==> config.mk <==
export PLATFORM = sky130hd
export DESIGN_NAME = regfile_write_arbiter_flat
export DESIGN_NICKNAME = d
export VERILOG_FILES = /design/src/rtl/regfile_write_arbiter_pkg.sv /design/src/rtl/regfile_write_arbiter_if.sv /design/src/rtl/regfile_write_arbiter_rr_arb2.sv /design/src/rtl/regfile_write_arbiter.sv /design/src/flat_wrapper.sv
export SDC_FILE = /design/constraint.sdc
export NUM_CORES = 1
export LEC_CHECK = 0
export BUFFER_PORTS_ARGS = -buffer_cell sky130_fd_sc_hd__buf_2
export CORE_MARGIN = 4
export CORE_UTILIZATION = 29
export DETAILED_ROUTE_END_ITERATION = 10
export PLACE_DENSITY = 0.62
export RECOVER_POWER = 50
export SLEW_MARGIN = 5
export SYNTH_ARGS = -nofsm -noshare
export SYNTH_HDL_FRONTEND = slang
export SYNTH_HIERARCHICAL = 1
export SYNTH_SLANG_ARGS = --single-unit
==> constraint.sdc <==
create_clock -name Clk -period 2.5 [get_ports Clk]
set_input_delay 0.25 -clock Clk [delete_from_list [all_inputs] [get_ports Clk]]
set_output_delay 0.25 -clock Clk [all_outputs]
set_load 0.01 [all_outputs]
==> src/rtl/regfile_write_arbiter_pkg.sv <==
// Shared constants for the register-file write arbiter slice.
package rf_pkg;

  localparam int unsigned D_WIDTH   = 32;
  localparam int unsigned RA_WIDTH  = 5;
  localparam int unsigned REG_COUNT = 2 ** RA_WIDTH;

  // Requester IDs double as bit positions in the req/gnt vectors.
  localparam logic REQ_A = 1'b0;
  localparam logic REQ_B = 1'b1;

  localparam int unsigned ZERO_REG = 0;

endpackage

==> src/rtl/regfile_write_arbiter_if.sv <==
// Requester handshakes and register-file write port of the write arbiter.
// RF_ARB_BYPASS_EN adds the read-port forwarding signals.
interface regfile_write_arbiter_if
  import rf_pkg::*;
#(
  parameter int unsigned D_WIDTH  = rf_pkg::D_WIDTH,
  parameter int unsigned RA_WIDTH = rf_pkg::RA_WIDTH
);

  logic                hold;
  logic                a_valid;
  logic [RA_WIDTH-1:0] a_addr;
  logic [D_WIDTH-1:0]  a_data;
  logic                a_ready;
  logic                b_valid;
  logic [RA_WIDTH-1:0] b_addr;
  logic [D_WIDTH-1:0]  b_data;
  logic                b_ready;
  logic                W_en;
  logic [RA_WIDTH-1:0] W_Addr;
  logic [D_WIDTH-1:0]  W_Data;
  logic                collision;
`ifdef RF_ARB_BYPASS_EN
  logic [RA_WIDTH-1:0] r1_addr;
  logic [RA_WIDTH-1:0] r2_addr;
  logic [D_WIDTH-1:0]  r1_rf_data;
  logic [D_WIDTH-1:0]  r2_rf_data;
  logic [D_WIDTH-1:0]  r1_data;
  logic [D_WIDTH-1:0]  r2_data;
`endif

  modport master (
    output hold, a_valid, a_addr, a_data, b_valid, b_addr, b_data,
`ifdef RF_ARB_BYPASS_EN
    output r1_addr, r2_addr, r1_rf_data, r2_rf_data,
    input  r1_data, r2_data,
`endif
    input  a_ready, b_ready, W_en, W_Addr, W_Data, collision
  );

  modport slave (
    input  hold, a_valid, a_addr, a_data, b_valid, b_addr, b_data,
`ifdef RF_ARB_BYPASS_EN
    input  r1_addr, r2_addr, r1_rf_data, r2_rf_data,
    output r1_data, r2_data,
`endif
    output a_ready, b_ready, W_en, W_Addr, W_Data, collision
  );

endinterface

==> src/rtl/regfile_write_arbiter_rr_arb2.sv <==
// Two-way round-robin grant with a last-grant pointer; no grants while hold is high.
module rf_rr_arb2
  import rf_pkg::*;
(
  input  logic       Clk,
  input  logic       Rst,
  input  logic [1:0] req,
  input  logic       hold,
  output logic [1:0] gnt
);

  logic ptr_q, ptr_d;

  always_comb begin
    gnt   = 2'b00;
    ptr_d = ptr_q;
    if (!hold) begin
      unique case (req)
        2'b01:   gnt = 2'b01;
        2'b10:   gnt = 2'b10;
        // Tie: the requester that did not win last time goes first.
        2'b11:   gnt = (ptr_q == REQ_B) ? 2'b01 : 2'b10;
        default: gnt = 2'b00;
      endcase
      if (gnt[REQ_A]) begin
        ptr_d = REQ_A;
      end else if (gnt[REQ_B]) begin
        ptr_d = REQ_B;
      end
    end
  end

  always_ff @(posedge Clk) begin
    if (Rst) begin
      ptr_q <= REQ_B;
    end else begin
      ptr_q <= ptr_d;
    end
  end

endmodule

==> src/rtl/regfile_write_arbiter.sv <==
// Shares the register file's single write port between requesters A and B.
// Define RF_ARB_BYPASS_EN to add combinational read-port forwarding.
module regfile_write_arbiter
  import rf_pkg::*;
#(
  parameter int unsigned D_WIDTH  = rf_pkg::D_WIDTH,
  parameter int unsigned RA_WIDTH = rf_pkg::RA_WIDTH
) (
  input logic                    Clk,
  input logic                    Rst,
  regfile_write_arbiter_if.slave bus
);

  localparam logic [RA_WIDTH-1:0] ZeroAddr = RA_WIDTH'(ZERO_REG);

  logic [1:0]          req;
  logic [1:0]          gnt;
  logic [RA_WIDTH-1:0] sel_addr;
  logic [D_WIDTH-1:0]  sel_data;
  logic                wr_en_d;
  logic                collision_d;

  assign req = {bus.b_valid, bus.a_valid};

  rf_rr_arb2 u_arb (
    .Clk  (Clk),
    .Rst  (Rst),
    .req  (req),
    .hold (bus.hold),
    .gnt  (gnt)
  );

  assign bus.a_ready = gnt[REQ_A];
  assign bus.b_ready = gnt[REQ_B];

  always_comb begin
    sel_addr    = gnt[REQ_B] ? bus.b_addr : bus.a_addr;
    sel_data    = gnt[REQ_B] ? bus.b_data : bus.a_data;
    // Writes to $zero are accepted but never reach the register file.
    wr_en_d     = (|gnt) && (sel_addr != ZeroAddr);
    collision_d = bus.a_valid && bus.b_valid && (bus.a_addr == bus.b_addr) &&
                  (bus.a_addr != ZeroAddr);
  end

  always_ff @(posedge Clk) begin
    if (Rst) begin
      bus.W_en      <= 1'b0;
      bus.W_Addr    <= '0;
      bus.W_Data    <= '0;
      bus.collision <= 1'b0;
    end else begin
      bus.W_en      <= wr_en_d;
      bus.collision <= collision_d;
      if (wr_en_d) begin
        bus.W_Addr <= sel_addr;
        bus.W_Data <= sel_data;
      end
    end
  end

`ifdef RF_ARB_BYPASS_EN
  // Forward the write issuing this cycle, before the register file captures it.
  assign bus.r1_data = (bus.W_en && (bus.W_Addr == bus.r1_addr) && (bus.r1_addr != ZeroAddr)) ?
                       bus.W_Data : bus.r1_rf_data;
  assign bus.r2_data = (bus.W_en && (bus.W_Addr == bus.r2_addr) && (bus.r2_addr != ZeroAddr)) ?
                       bus.W_Data : bus.r2_rf_data;
`endif

endmodule
==> src/flat_wrapper.sv <==
// flat-port wrapper written by rule: the top's interface ports become plain ports
module regfile_write_arbiter_flat import rf_pkg::*;
#(
  parameter int unsigned D_WIDTH  = rf_pkg::D_WIDTH,
  parameter int unsigned RA_WIDTH = rf_pkg::RA_WIDTH
)
  (Clk, Rst, bus_hold, bus_a_valid, bus_a_addr, bus_a_data, bus_b_valid, bus_b_addr, bus_b_data, bus_a_ready, bus_b_ready, bus_W_en, bus_W_Addr, bus_W_Data, bus_collision);
  regfile_write_arbiter_if #(.D_WIDTH(D_WIDTH), .RA_WIDTH(RA_WIDTH)) bus_i ();
  input logic Clk;
  input logic Rst;
  input wire logic [$bits(bus_i.hold)-1:0] bus_hold;
  input wire logic [$bits(bus_i.a_valid)-1:0] bus_a_valid;
  input wire logic [$bits(bus_i.a_addr)-1:0] bus_a_addr;
  input wire logic [$bits(bus_i.a_data)-1:0] bus_a_data;
  input wire logic [$bits(bus_i.b_valid)-1:0] bus_b_valid;
  input wire logic [$bits(bus_i.b_addr)-1:0] bus_b_addr;
  input wire logic [$bits(bus_i.b_data)-1:0] bus_b_data;
  output wire logic [$bits(bus_i.a_ready)-1:0] bus_a_ready;
  output wire logic [$bits(bus_i.b_ready)-1:0] bus_b_ready;
  output wire logic [$bits(bus_i.W_en)-1:0] bus_W_en;
  output wire logic [$bits(bus_i.W_Addr)-1:0] bus_W_Addr;
  output wire logic [$bits(bus_i.W_Data)-1:0] bus_W_Data;
  output wire logic [$bits(bus_i.collision)-1:0] bus_collision;
  assign bus_i.hold = bus_hold;
  assign bus_i.a_valid = bus_a_valid;
  assign bus_i.a_addr = bus_a_addr;
  assign bus_i.a_data = bus_a_data;
  assign bus_i.b_valid = bus_b_valid;
  assign bus_i.b_addr = bus_b_addr;
  assign bus_i.b_data = bus_b_data;
  assign bus_a_ready = bus_i.a_ready;
  assign bus_b_ready = bus_i.b_ready;
  assign bus_W_en = bus_i.W_en;
  assign bus_W_Addr = bus_i.W_Addr;
  assign bus_W_Data = bus_i.W_Data;
  assign bus_collision = bus_i.collision;
  regfile_write_arbiter #(.D_WIDTH(D_WIDTH), .RA_WIDTH(RA_WIDTH)) u_core (.Clk(Clk), .Rst(Rst), .bus(bus_i));
endmodule
==> parameters.txt, run 1 <==
Parameter                              Value

Logic synthesis
  Xor-xnor portion of the synthesized cell area    0.0171
  Multiplexer fraction of the synthesized cell area    0.0251
  Largest family of logic cells by synthesized area    compound AO/OA/AOI/OAI gates
  Leading area contributor after synthesis    sky130_fd_sc_hd__dfxtp_1
  Adder-Cell Fraction of Synth Area    0
  Largest cells by area after synthesis    sky130_fd_sc_hd__dfxtp_1, sky130_fd_sc_hd__o2bb2ai_1, sky130_fd_sc_hd__a21oi_1
  Complex-gate fraction of the synthesized area    0.306
  Cell types with the highest counts after synthesis    sky130_fd_sc_hd__dfxtp_1, sky130_fd_sc_hd__a21oi_1, sky130_fd_sc_hd__nand2_1, sky130_fd_sc_hd__nor2_1, sky130_fd_sc_hd__o2bb2ai_1
  Number of synthesized register bits    40
  Most instantiated library cell after synthesis    sky130_fd_sc_hd__dfxtp_1
  Number of synthesis warnings    6
  Share of flip-flops with an asynchronous set or reset    0
  Share of the synthesized area in the top cell type    0.391
  Syn Area/Cell    8.39 um2
  Simple-gate portion of the synthesized area    0.204
  Number of synthesized flops with an enable pin    0
  Sequential share of the synthesized area    0.391
  Synth cell types    32
  Gate Count Post-Synth    244
  Number of nets in the synthesized netlist    323
  Post-synth top flop    sky130_fd_sc_hd__dfxtp_1
  Post-synthesis instance area    0.00205 mm2

GRT
  Global routing met3 resource utilization    0.0361
  Met2 routing resource usage after global routing    0.238
  GRT Max-Usage Layer    met2
  Wire length of the first global-routing pass    9450 um
  Initial antenna violation count    0
  Via count of the first global-routing pass    2065
  Total Routing Usage GR    0.135
  Maximum number of pins on one net before global-route repair    42
  Global-route met1 utilization    0.159
  Global-route congestion overflow total    0

STA
  Max-slew violations    0
  Slew @ Worst Pin    457 ps
  Worst slew slack as a fraction of its limit    0.695
  Period minus WS final    1930 ps
  Final total negative setup slack    0 ps
  Number of endpoints with negative hold slack in the final report    0
  Maximum clock rate    518 MHz
  Clock tree skew after final layout    6.25 ps
  Portion of the clock cycle consumed by the worst path in the final layout    0.773
  Setup repair after global routing missed its margin    no
  Setup-failing EPs final    0

Worst setup path
  Worst Path Required    2710 ps
  Highest fanout seen on the critical path    38
  Worst-case register-to-register setup slack    570 ps
  Category of the most critical setup path    reg2reg
  Startpoint Class    flip-flop
  Data arrival time of the worst path    2150 ps
  Crit path capture type    flip-flop

Route
  Number of DRC markers in iteration 0    42
  Drc violations    0
  Post-DR vias/cell    4.55
  Via count    2072
  Per-cell routed wire length    12.8 um
  First drt pass iteration count    4
  Wire length reported by the detailed router    5810 um
  Number of nets with antenna violations after routing    0

Cells and area
  Layout Utilization    0.412
  Synthesis-to-finish area growth    37.4%
  Layout cell share with drive strength beyond 1    0.323
  Number of nets in the layout    437
  N_diodes    0

Run
  Max-cap violation count    0

Clocking
  Setup Buffers After CTS    0
  Number of cells upsized or downsized after cts    0
  Number of sinks driven by the clock tree    40
  Maximum root-to-sink buffer count    2
  Hold_buf cts    0
  Clock slew at the register clock pins of the worst setup and hold paths    80 ps
  TritonCTS clock tree    yes
  CTS H-tree depth    2
  CTS root buffer    sky130_fd_sc_hd__clkbuf_8
  Clock latency reported for the late side of the worst-skew pair    290 ps
  Number of buffers created by CTS    5

Placed design
  Port Buf Inserts    119
  DP Wirelength    4410 um
  Gp weighted congestion    0.750

Die
  Number of rows created at floorplan    30
  Starting density of the core    0.300
  Die width    92.0 um
  Core area    0.00683 mm2
  Boundary pin count    120
  Die boundary height    92.0 um
  Overall die area    0.00847 mm2

Hold path
  Class of the worst hold path    in2reg

Power
  Cell leakage power    0.00117 uW
  Final total power    1600 uW
  Peak supply drop    0.213 mV
  Power density relative to cell area    569 mW/mm2

Outcome
  Outcome    finished, final reports clean
-- final timing paths --
| path | start | endpoint | cells after the start |
|---|---|---|---|
| max | u_core/u_arb/ptr_q$_SDFFE_PP1P_ | u_core/bus.W_Data[6]$_SDFFE_PP0P_ | 7 |
| min | bus_b_data[16] | u_core/bus.W_Data[16]$_SDFFE_PP0P_ | 3 |
| max reg2reg | u_core/u_arb/ptr_q$_SDFFE_PP1P_ | u_core/bus.W_Data[6]$_SDFFE_PP0P_ | 7 |
| min reg2reg | u_core/bus.W_Data[7]$_SDFFE_PP0P_ | u_core/bus.W_Data[7]$_SDFFE_PP0P_ | 1 |
-- report_power, final --
part / leakage, uW / total (uW) / internal [uW] / switching, uW
combinational: 0.000777 / 318 / 141 / 177
sequential: 0.000328 / 711 / 683 / 27.5
clock: 0.0000645 / 572 / 352 / 220
-- logic make-up after synthesis --
kind of cell,Yosys count
buffers and inverters,21
xor gates and xnor gates,4
and+or+nand+nor,94
DFF,40
AOI/OAI and AO/OA,80
muxes,5
-- area by class of cell --
cell class	instances	area [um2]
clock inverters	1	30.0
repair buffers	127	607
flip-flops and latches	40	801
fillers	734	4020
multi-input cells	183	1150
inverters	1	3.75
well taps	96	120
clock buffers	7	96.3
-- stage by stage --
stage                     hold slack [ps]  worst slack, ps  area [um2]  instances
after CTS                             230              537        2860        455
final                                 236              568        2810        455
after global routing                  234              442        2810        455
after floorplan                       319              407        2050        244
after global placement                439              467        2740        447
after detailed placement              441              418        2740        447
-- worst max-delay path, cell delays in order (launching register included) --
cell	delay, ps
sky130_fd_sc_hd__dfxtp_1	420
sky130_fd_sc_hd__a21oi_4	100
sky130_fd_sc_hd__buf_4	250
sky130_fd_sc_hd__nor3_1	300
sky130_fd_sc_hd__a2bb2o_4	260
sky130_fd_sc_hd__a21oi_4	120
sky130_fd_sc_hd__buf_4	260
sky130_fd_sc_hd__o2bb2ai_1	140
-- state kept, by name (all words and copies together) (netlist names) --
signal                flops
u_core/bus.W_Data        32
u_core/bus.W_Addr         5
u_core/bus.W_en           1
u_core/bus.collision      1
u_core/u_arb/ptr_q        1
-- routing by layer --
metal / vias to the layer above / wire length (um)
met4: 0 / 48
li1: 1085 / -
met5: - / 0
met1: 919 / 2520
met2: 62 / 2840
met3: 6 / 400
-- cells in the final DEF (no fill, tap or decap) --
cell | netlist | routed
sky130_fd_sc_hd__nor3_1 | 4 | 4
sky130_fd_sc_hd__nor2b_1 | 1 | 1
sky130_fd_sc_hd__mux2i_1 | 4 | 4
sky130_fd_sc_hd__or4b_1 | 1 | 1
sky130_fd_sc_hd__nor3b_1 | 3 | 3
sky130_fd_sc_hd__o21ai_0 | 2 | 2
sky130_fd_sc_hd__a21oi_4 | 1 | 3
sky130_fd_sc_hd__nor4_1 | 1 | 1
sky130_fd_sc_hd__clkbuf_8 | 0 | 7
sky130_fd_sc_hd__nand3_1 | 1 | 1
sky130_fd_sc_hd__xnor2_1 | 3 | 3
sky130_fd_sc_hd__or2_2 | 2 | 2
sky130_fd_sc_hd__dfxtp_1 | 40 | 40
sky130_fd_sc_hd__a2bb2o_4 | 1 | 1
sky130_fd_sc_hd__or4_4 | 1 | 1
sky130_fd_sc_hd__bufinv_16 | 0 | 1
sky130_fd_sc_hd__mux2_2 | 1 | 1
sky130_fd_sc_hd__o2bb2ai_2 | 10 | 10
sky130_fd_sc_hd__nand4_1 | 1 | 1
sky130_fd_sc_hd__a41oi_1 | 2 | 2
sky130_fd_sc_hd__a21oi_1 | 39 | 37
sky130_fd_sc_hd__nand2b_4 | 1 | 1
sky130_fd_sc_hd__nand2_1 | 37 | 37
sky130_fd_sc_hd__xor2_1 | 1 | 1
sky130_fd_sc_hd__o211ai_1 | 1 | 1
sky130_fd_sc_hd__buf_4 | 1 | 8
sky130_fd_sc_hd__a211o_1 | 1 | 1
sky130_fd_sc_hd__nand2b_1 | 4 | 3
sky130_fd_sc_hd__inv_1 | 1 | 1
sky130_fd_sc_hd__nand2b_2 | 0 | 1
sky130_fd_sc_hd__buf_2 | 3 | 80
sky130_fd_sc_hd__o2bb2ai_1 | 23 | 23
sky130_fd_sc_hd__nor2_1 | 37 | 37
sky130_fd_sc_hd__clkbuf_1 | 12 | 39
Note: power is estimated with default switching activity, not from simulation.
==> run 2: changes to the inputs <==
- clock period: 2.5 -> 1.9 ns (I/O delays scaled with it)
==> parameters.txt, run 2 (synthesized netlist as in run 1, its figures left out) <==
Parameter                              Value

Worst setup path
  Crit path capture type    flip-flop
  Number of buffers and inverters on the critical path    2 (unchanged)
  Kind of cell adding the most delay to the critical path    compound AO/OA/AOI/OAI gates
  Startpoint Class    flip-flop
  Most frequent cell on the critical path    sky130_fd_sc_hd__a21oi_4
  Ordered list of cells on the worst path    a21oi_4 -> or4b_4 -> a2bb2o_4 -> a21oi_4 -> buf_12 -> clkbuf_16 -> o2bb2ai_1
  Critical path's largest stage delay    490 ps (+70 ps)
  Highest-delay cell along the critical path    sky130_fd_sc_hd__or4b_4
  Highest fanout seen on the critical path    6 (-84%)
  Data arrival time of the worst path    2090 ps (-60 ps)
  Worst Path Required    2120 ps (-590 ps)
  Category of the most critical setup path    reg2reg

Clocking
  Number of buffers created by CTS    5 (unchanged)
  Hold_buf cts    0 (unchanged)
  TritonCTS clock tree    yes
  CTS root buffer    sky130_fd_sc_hd__clkbuf_8
  Number of sinks driven by the clock tree    40 (unchanged)
  Clock slew at the register clock pins of the worst setup and hold paths    80 ps (about the same)
  Maximum root-to-sink buffer count    2 (unchanged)
  Clock latency reported for the late side of the worst-skew pair    290 ps (about the same)
  CTS H-tree depth    2 (unchanged)

Outcome
  Outcome    finished, final reports clean

STA
  Maximum clock rate    536 MHz (+3.6%)
  Portion of the clock cycle consumed by the worst path in the final layout    0.982 (+0.209)
  Number of endpoints with negative hold slack in the final report    0 (unchanged)
  Clock tree skew after final layout    3.25 ps (-3.00 ps)
  Setup-failing EPs final    0 (unchanged)
  Worst slew slack as a fraction of its limit    0.732 (+0.0374)
  Worst hold slack after final layout    175 ps (-60.7 ps)
  Period minus WS final    1870 ps (-66.7 ps)
  Setup repair after global routing missed its margin    yes
  Slew @ Worst Pin    402 ps (-55.1 ps)
  Max-slew violations    0 (unchanged)

Cells and area
  Leading registers by flop count    u_core/bus.W_Data: 32 flops, u_core/bus.W_Addr: 5 flops
  Filler Cell Count    687 (-6.4%)
  Commonest cells after routing, fill and taps aside    sky130_fd_sc_hd__buf_2, sky130_fd_sc_hd__dfxtp_1, sky130_fd_sc_hd__nand2_1, sky130_fd_sc_hd__nor2_1, sky130_fd_sc_hd__a21oi_1
  Most frequent standard cell in the layout excluding fill and tap cells    sky130_fd_sc_hd__buf_2
  Layout cell share with drive strength beyond 1    0.461 (+0.138)
  Number of flip-flops under the largest register name    32 (unchanged)
  Register bank with the most flops    u_core/bus.W_Data
  Synthesis-to-finish area growth    49.7%
  Number of nets in the layout    447 (+2.3%)
  N_diodes    0 (unchanged)

GRT
  Wire length of the first global-routing pass    9250 um (-2.2%)
  Via count of the first global-routing pass    1944 (-5.9%)
  Initial antenna violation count    0 (unchanged)
  Total Routing Usage GR    0.135 (-0.000721)
  Maximum number of pins on one net before global-route repair    47 (+12%)
  Global-route congestion overflow total    0 (unchanged)

Placed design
  Port Buf Inserts    119 (unchanged)
  Gp weighted congestion    0.731 (-2.5%)
  DP Wirelength    4430 um (+0.49%)

Die
  Die boundary height    92.0 um (unchanged)
  Starting density of the core    0.300 (unchanged)
  Core area    0.00683 mm2 (unchanged)
  Overall die area    0.00847 mm2 (unchanged)
  Number of rows created at floorplan    30 (unchanged)
  Die width    92.0 um (unchanged)
  Boundary pin count    120 (unchanged)

Route
  Number of nets with antenna violations after routing    0 (unchanged)
  Post-DR vias/cell    4.56 (+0.16%)
  Drc violations    0 (unchanged)
  Wire length reported by the detailed router    6100 um (+5.0%)
  First drt pass iteration count    4 (unchanged)
  Via count    2121 (+2.4%)
  Per-cell routed wire length    13.1 um (+2.8%)
  Number of DRC markers in iteration 0    44 (+4.8%)

Power
  Final total power    2040 uW (+27%)
  Power density relative to cell area    665 mW/mm2 (+17%)
  Peak supply drop    0.240 mV (+13%)
  Cell leakage power    0.00141 uW (+20%)

Hold path
  Class of the worst hold path    in2reg

Run
  Max-cap violation count    0 (unchanged)
run 2: timing repair:
item / 4_1_cts / 5_1_grt
gates resized for setup: 1 / 6
hold endpoints to repair: 0 / 0
gates cloned: 0 / 4
endpoints found under the setup margin: 1 / 23
pin swaps: 0 / 2
setup buffers: 0 / 1
run 2: metrics by stage:
step | util | cells | setup TNS [ps] | worst slack, ps | instance area, um2
after detailed placement | 0.414 | 452 | -1020 | -59.7 | 2830
after CTS | 0.428 | 460 | 0 | 13.7 | 2930
after global routing | 0.449 | 465 | -231 | -24.2 | 3060
after global placement | 0.414 | 452 | -293 | -17.4 | 2830
final | 0.449 | 465 | 0 | 34.7 | 3060
after floorplan | - | 244 | 0 | 6.97 | 2070
run 2: power breakdown:
group | internal (uW) | switching [uW] | total [uW]
registers | 899 | 35.8 | 934
logic | 256 | 254 | 510
clock network | 295 | 299 | 594
total | 1450 | 589 | 2040
run 2: area by class of cell:
cell class | instances | area (um2) | area share
repair buffers | 137 | 848 | 0.277
well taps | 96 | 120 | 0.0392
flip-flops and latches | 40 | 805 | 0.263
clock buffers | 7 | 86.3 | 0.0282
multi-input cells | 183 | 1190 | 0.390
clock inverters | 1 | 7.51 | 0.00245
inverters | 1 | 3.75 | 0.00122
run 2: routing by layer:
metal | track usage | up-vias | wire length (um)
met5 | 0 | - | 0
met4 | 0.0309 | 0 | 53
met3 | 0.0451 | 6 | 424
met2 | 0.223 | 71 | 2880
met1 | 0.169 | 933 | 2740
li1 | - | 1111 | -
run 2: worst paths after layout:
check                                                   startpoint                            endpoint  slack [ps]  cells past startpoint
worst min register to register  u_core/bus.W_Data[21]$_SDFFE_PP0P_  u_core/bus.W_Data[21]$_SDFFE_PP0P_         460                      1
worst max register to register     u_core/u_arb/ptr_q$_SDFFE_PP1P_  u_core/bus.W_Data[16]$_SDFFE_PP0P_          30                      7
worst min-delay path                                bus_b_data[17]  u_core/bus.W_Data[17]$_SDFFE_PP0P_         170                      3
worst max-delay path               u_core/u_arb/ptr_q$_SDFFE_PP1P_  u_core/bus.W_Data[16]$_SDFFE_PP0P_          30                      7
run 2: worst register-to-register path, stage by stage, from the launching register on:
cell	delay, ps
sky130_fd_sc_hd__dfxtp_4	370
sky130_fd_sc_hd__a21oi_4	160
sky130_fd_sc_hd__or4b_4	500
sky130_fd_sc_hd__a2bb2o_4	240
sky130_fd_sc_hd__a21oi_4	140
sky130_fd_sc_hd__buf_12	150
sky130_fd_sc_hd__clkbuf_16	140
sky130_fd_sc_hd__o2bb2ai_1	110
==> run 3: changes to the inputs <==
==> constraint.sdc (replaced) <==
create_clock -name Clk -period 1.9 [get_ports Clk]
set_input_delay 0.095 -clock Clk [delete_from_list [all_inputs] [get_ports Clk]]
set_output_delay 0.095 -clock Clk [all_outputs]
set_load 0.01 [all_outputs]
==> parameters.txt, run 3 (synthesized netlist as in run 1, its figures left out) <==
Parameter                              Value

Outcome
  Outcome    finished, final reports clean

Route
  Via count    2107 (-0.66%)
  First drt pass iteration count    4 (unchanged)
  Number of DRC markers in iteration 0    45 (+2.3%)
  Number of nets with antenna violations after routing    0 (unchanged)
  Wire length reported by the detailed router    5870 um (-3.8%)
  Drc violations    0 (unchanged)
  Per-cell routed wire length    12.7 um (-3.2%)
  Post-DR vias/cell    4.56 (about the same)

GRT
  Total Routing Usage GR    0.134 (-0.00124)
  Maximum number of pins on one net before global-route repair    47 (unchanged)
  Wire length of the first global-routing pass    9290 um (+0.52%)
  Global-route congestion overflow total    0 (unchanged)
  Initial antenna violation count    0 (unchanged)
  Via count of the first global-routing pass    1970 (+1.3%)

STA
  Worst slew slack as a fraction of its limit    0.738 (+0.00614)
  Clock tree skew after final layout    2.89 ps (-0.351 ps)
  Max-slew violations    0 (unchanged)
  Maximum clock rate    535 MHz (-0.11%)
  Period minus WS final    1870 ps (+2.13 ps)
  Slew @ Worst Pin    392 ps (-9.21 ps)
  Portion of the clock cycle consumed by the worst path in the final layout    0.983 (+0.00112)
  Worst setup margin    32.6 ps (-2.13 ps)
  Setup-failing EPs final    0 (unchanged)
  Number of endpoints with negative hold slack in the final report    0 (unchanged)

Cells and area
  Leading registers by flop count    u_core/bus.W_Data: 32 flops, u_core/bus.W_Addr: 5 flops
  Layout Cells excl Fill    462 (-0.65%)
  N_diodes    0 (unchanged)
  Number of nets in the layout    444 (-0.67%)
  Synthesis-to-finish area growth    44.6%
  Most frequent standard cell in the layout excluding fill and tap cells    sky130_fd_sc_hd__buf_2
  Layout cell share with drive strength beyond 1    0.344 (-0.116)
  Number of flip-flops under the largest register name    32 (unchanged)
  Commonest cells after routing, fill and taps aside    sky130_fd_sc_hd__buf_2, sky130_fd_sc_hd__clkbuf_1, sky130_fd_sc_hd__dfxtp_1
  Register bank with the most flops    u_core/bus.W_Data

Die
  Die width    92.0 um (unchanged)
  Die boundary height    92.0 um (unchanged)
  Core area    0.00683 mm2 (unchanged)
  Overall die area    0.00847 mm2 (unchanged)
  Number of rows created at floorplan    30 (unchanged)
  Starting density of the core    0.300 (unchanged)
  Boundary pin count    120 (unchanged)

Power
  Net switching fraction of the power    0.267 (-0.0224)
  NetSw    577 uW (-2.1%)
  Power density relative to cell area    731 mW/mm2 (+9.8%)
  Internal power contribution    1590 uW (+9.4%)
  Peak supply drop    0.298 mV (+24%)
  Fraction of power consumed by combinational cells    0.217 (-0.033)
  Part of the power in the clock network    0.351 (+0.059)
  Cell leakage power    0.00124 uW (-12%)
  Power share of the sequential group    0.433 (-0.025)

Worst setup path
  Worst Path Required    2130 ps (about the same)
  Data arrival time of the worst path    2090 ps (about the same)
  Crit path capture type    flip-flop
  Category of the most critical setup path    reg2reg
  Highest fanout seen on the critical path    8 (+2)
  Startpoint Class    flip-flop

Placed design
  DP Wirelength    4440 um (+0.15%)
  Placed Cells incl. Taps    449 (-0.66%)
  Worst setup slack after placement    51.5 ps (+111 ps)
  Gp weighted congestion    0.741 (+1.3%)
  Port Buf Inserts    119 (unchanged)

Hold path
  Class of the worst hold path    in2reg

Clocking
  CTS root buffer    sky130_fd_sc_hd__clkbuf_8
  Clock latency reported for the late side of the worst-skew pair    280 ps (about the same)
  Clock slew at the register clock pins of the worst setup and hold paths    80 ps (about the same)
  Maximum root-to-sink buffer count    2 (unchanged)
  TritonCTS clock tree    yes
  Number of sinks driven by the clock tree    40 (unchanged)
  CTS H-tree depth    2 (unchanged)
  Hold_buf cts    0 (unchanged)
  Number of buffers created by CTS    5 (unchanged)

Run
  Max-cap violation count    0 (unchanged)
-- run 3: changes by cell type in the layout (fill, tap and decap cells not counted), sizes merged --
cell and change:
clkbuf +37, buf -40, clkinvlp -1, bufinv +1
-- run 3: final timing paths --
| kind | slack, ps | endpoint | cells past startpoint | startpoint |
|---|---|---|---|---|
| worst min register to register | 470 | u_core/bus.W_Data[12]$_SDFFE_PP0P_ | 1 | u_core/bus.W_Data[12]$_SDFFE_PP0P_ |
| worst min-delay path | 80 | u_core/bus.W_Data[17]$_SDFFE_PP0P_ | 3 | bus_b_data[17] |
| worst max register to register | 30 | u_core/bus.W_Data[4]$_SDFFE_PP0P_ | 7 | u_core/u_arb/ptr_q$_SDFFE_PP1P_ |
| worst max-delay path | 30 | u_core/bus.W_Data[4]$_SDFFE_PP0P_ | 7 | u_core/u_arb/ptr_q$_SDFFE_PP1P_ |
-- run 3: routing by layer --
layer  track usage  wire length (um)
met4        0.0371                38
met3        0.0451               516
met2         0.227              2710
met5             0                 0
met1         0.160              2600
-- run 3: final cells by class --
cell class | instances | area [um2]
Timing Repair Buffer | 134 | 744
Clock buffer | 7 | 96.3
Tap cell | 96 | 120
Fill cell | 732 | 3870
Multi-Input combinational cell | 183 | 1160
Clock inverter | 1 | 30.0
Sequential cell | 40 | 802
Inverter | 1 | 3.75
-- run 3: critical path, cell delays in order, from the launching register on --
cell                        delay, ps
sky130_fd_sc_hd__dfxtp_2          350
sky130_fd_sc_hd__a21oi_4          170
sky130_fd_sc_hd__or4b_4           490
sky130_fd_sc_hd__a2bb2o_4         240
sky130_fd_sc_hd__a21oi_4          140
sky130_fd_sc_hd__buf_4            160
sky130_fd_sc_hd__clkbuf_16        160
sky130_fd_sc_hd__o2bb2ai_2         90
-- run 3: power groups by stage --
stage | sequential (uW) | clock [uW] | combinational (uW)
after floorplan | 981 | 0 | 218
after global placement | 953 | 0 | 455
after global routing | 945 | 818 | 520
final | 936 | 759 | 469
after detailed placement | 953 | 0 | 463
after CTS | 935 | 787 | 464
-- run 3: stage by stage --
step	cell area (um2)	util	hold WS, ps	power (uW)	setup TNS (ps)
finish	2960	0.433	82.1	2160	0
global route	2960	0.433	83.8	2280	-130
CTS	2930	0.429	72.7	2190	0
detailed placement	2810	0.411	380	1420	0
global placement	2810	0.411	377	1410	0
floorplan	2070	-	164	1200	0
-- run 3: repair_timing --
action / 4_1_cts / 5_1_grt
resized for setup: 0 / 1
endpoints found under the setup margin: 0 / 33
buffers inserted: 0 / 3
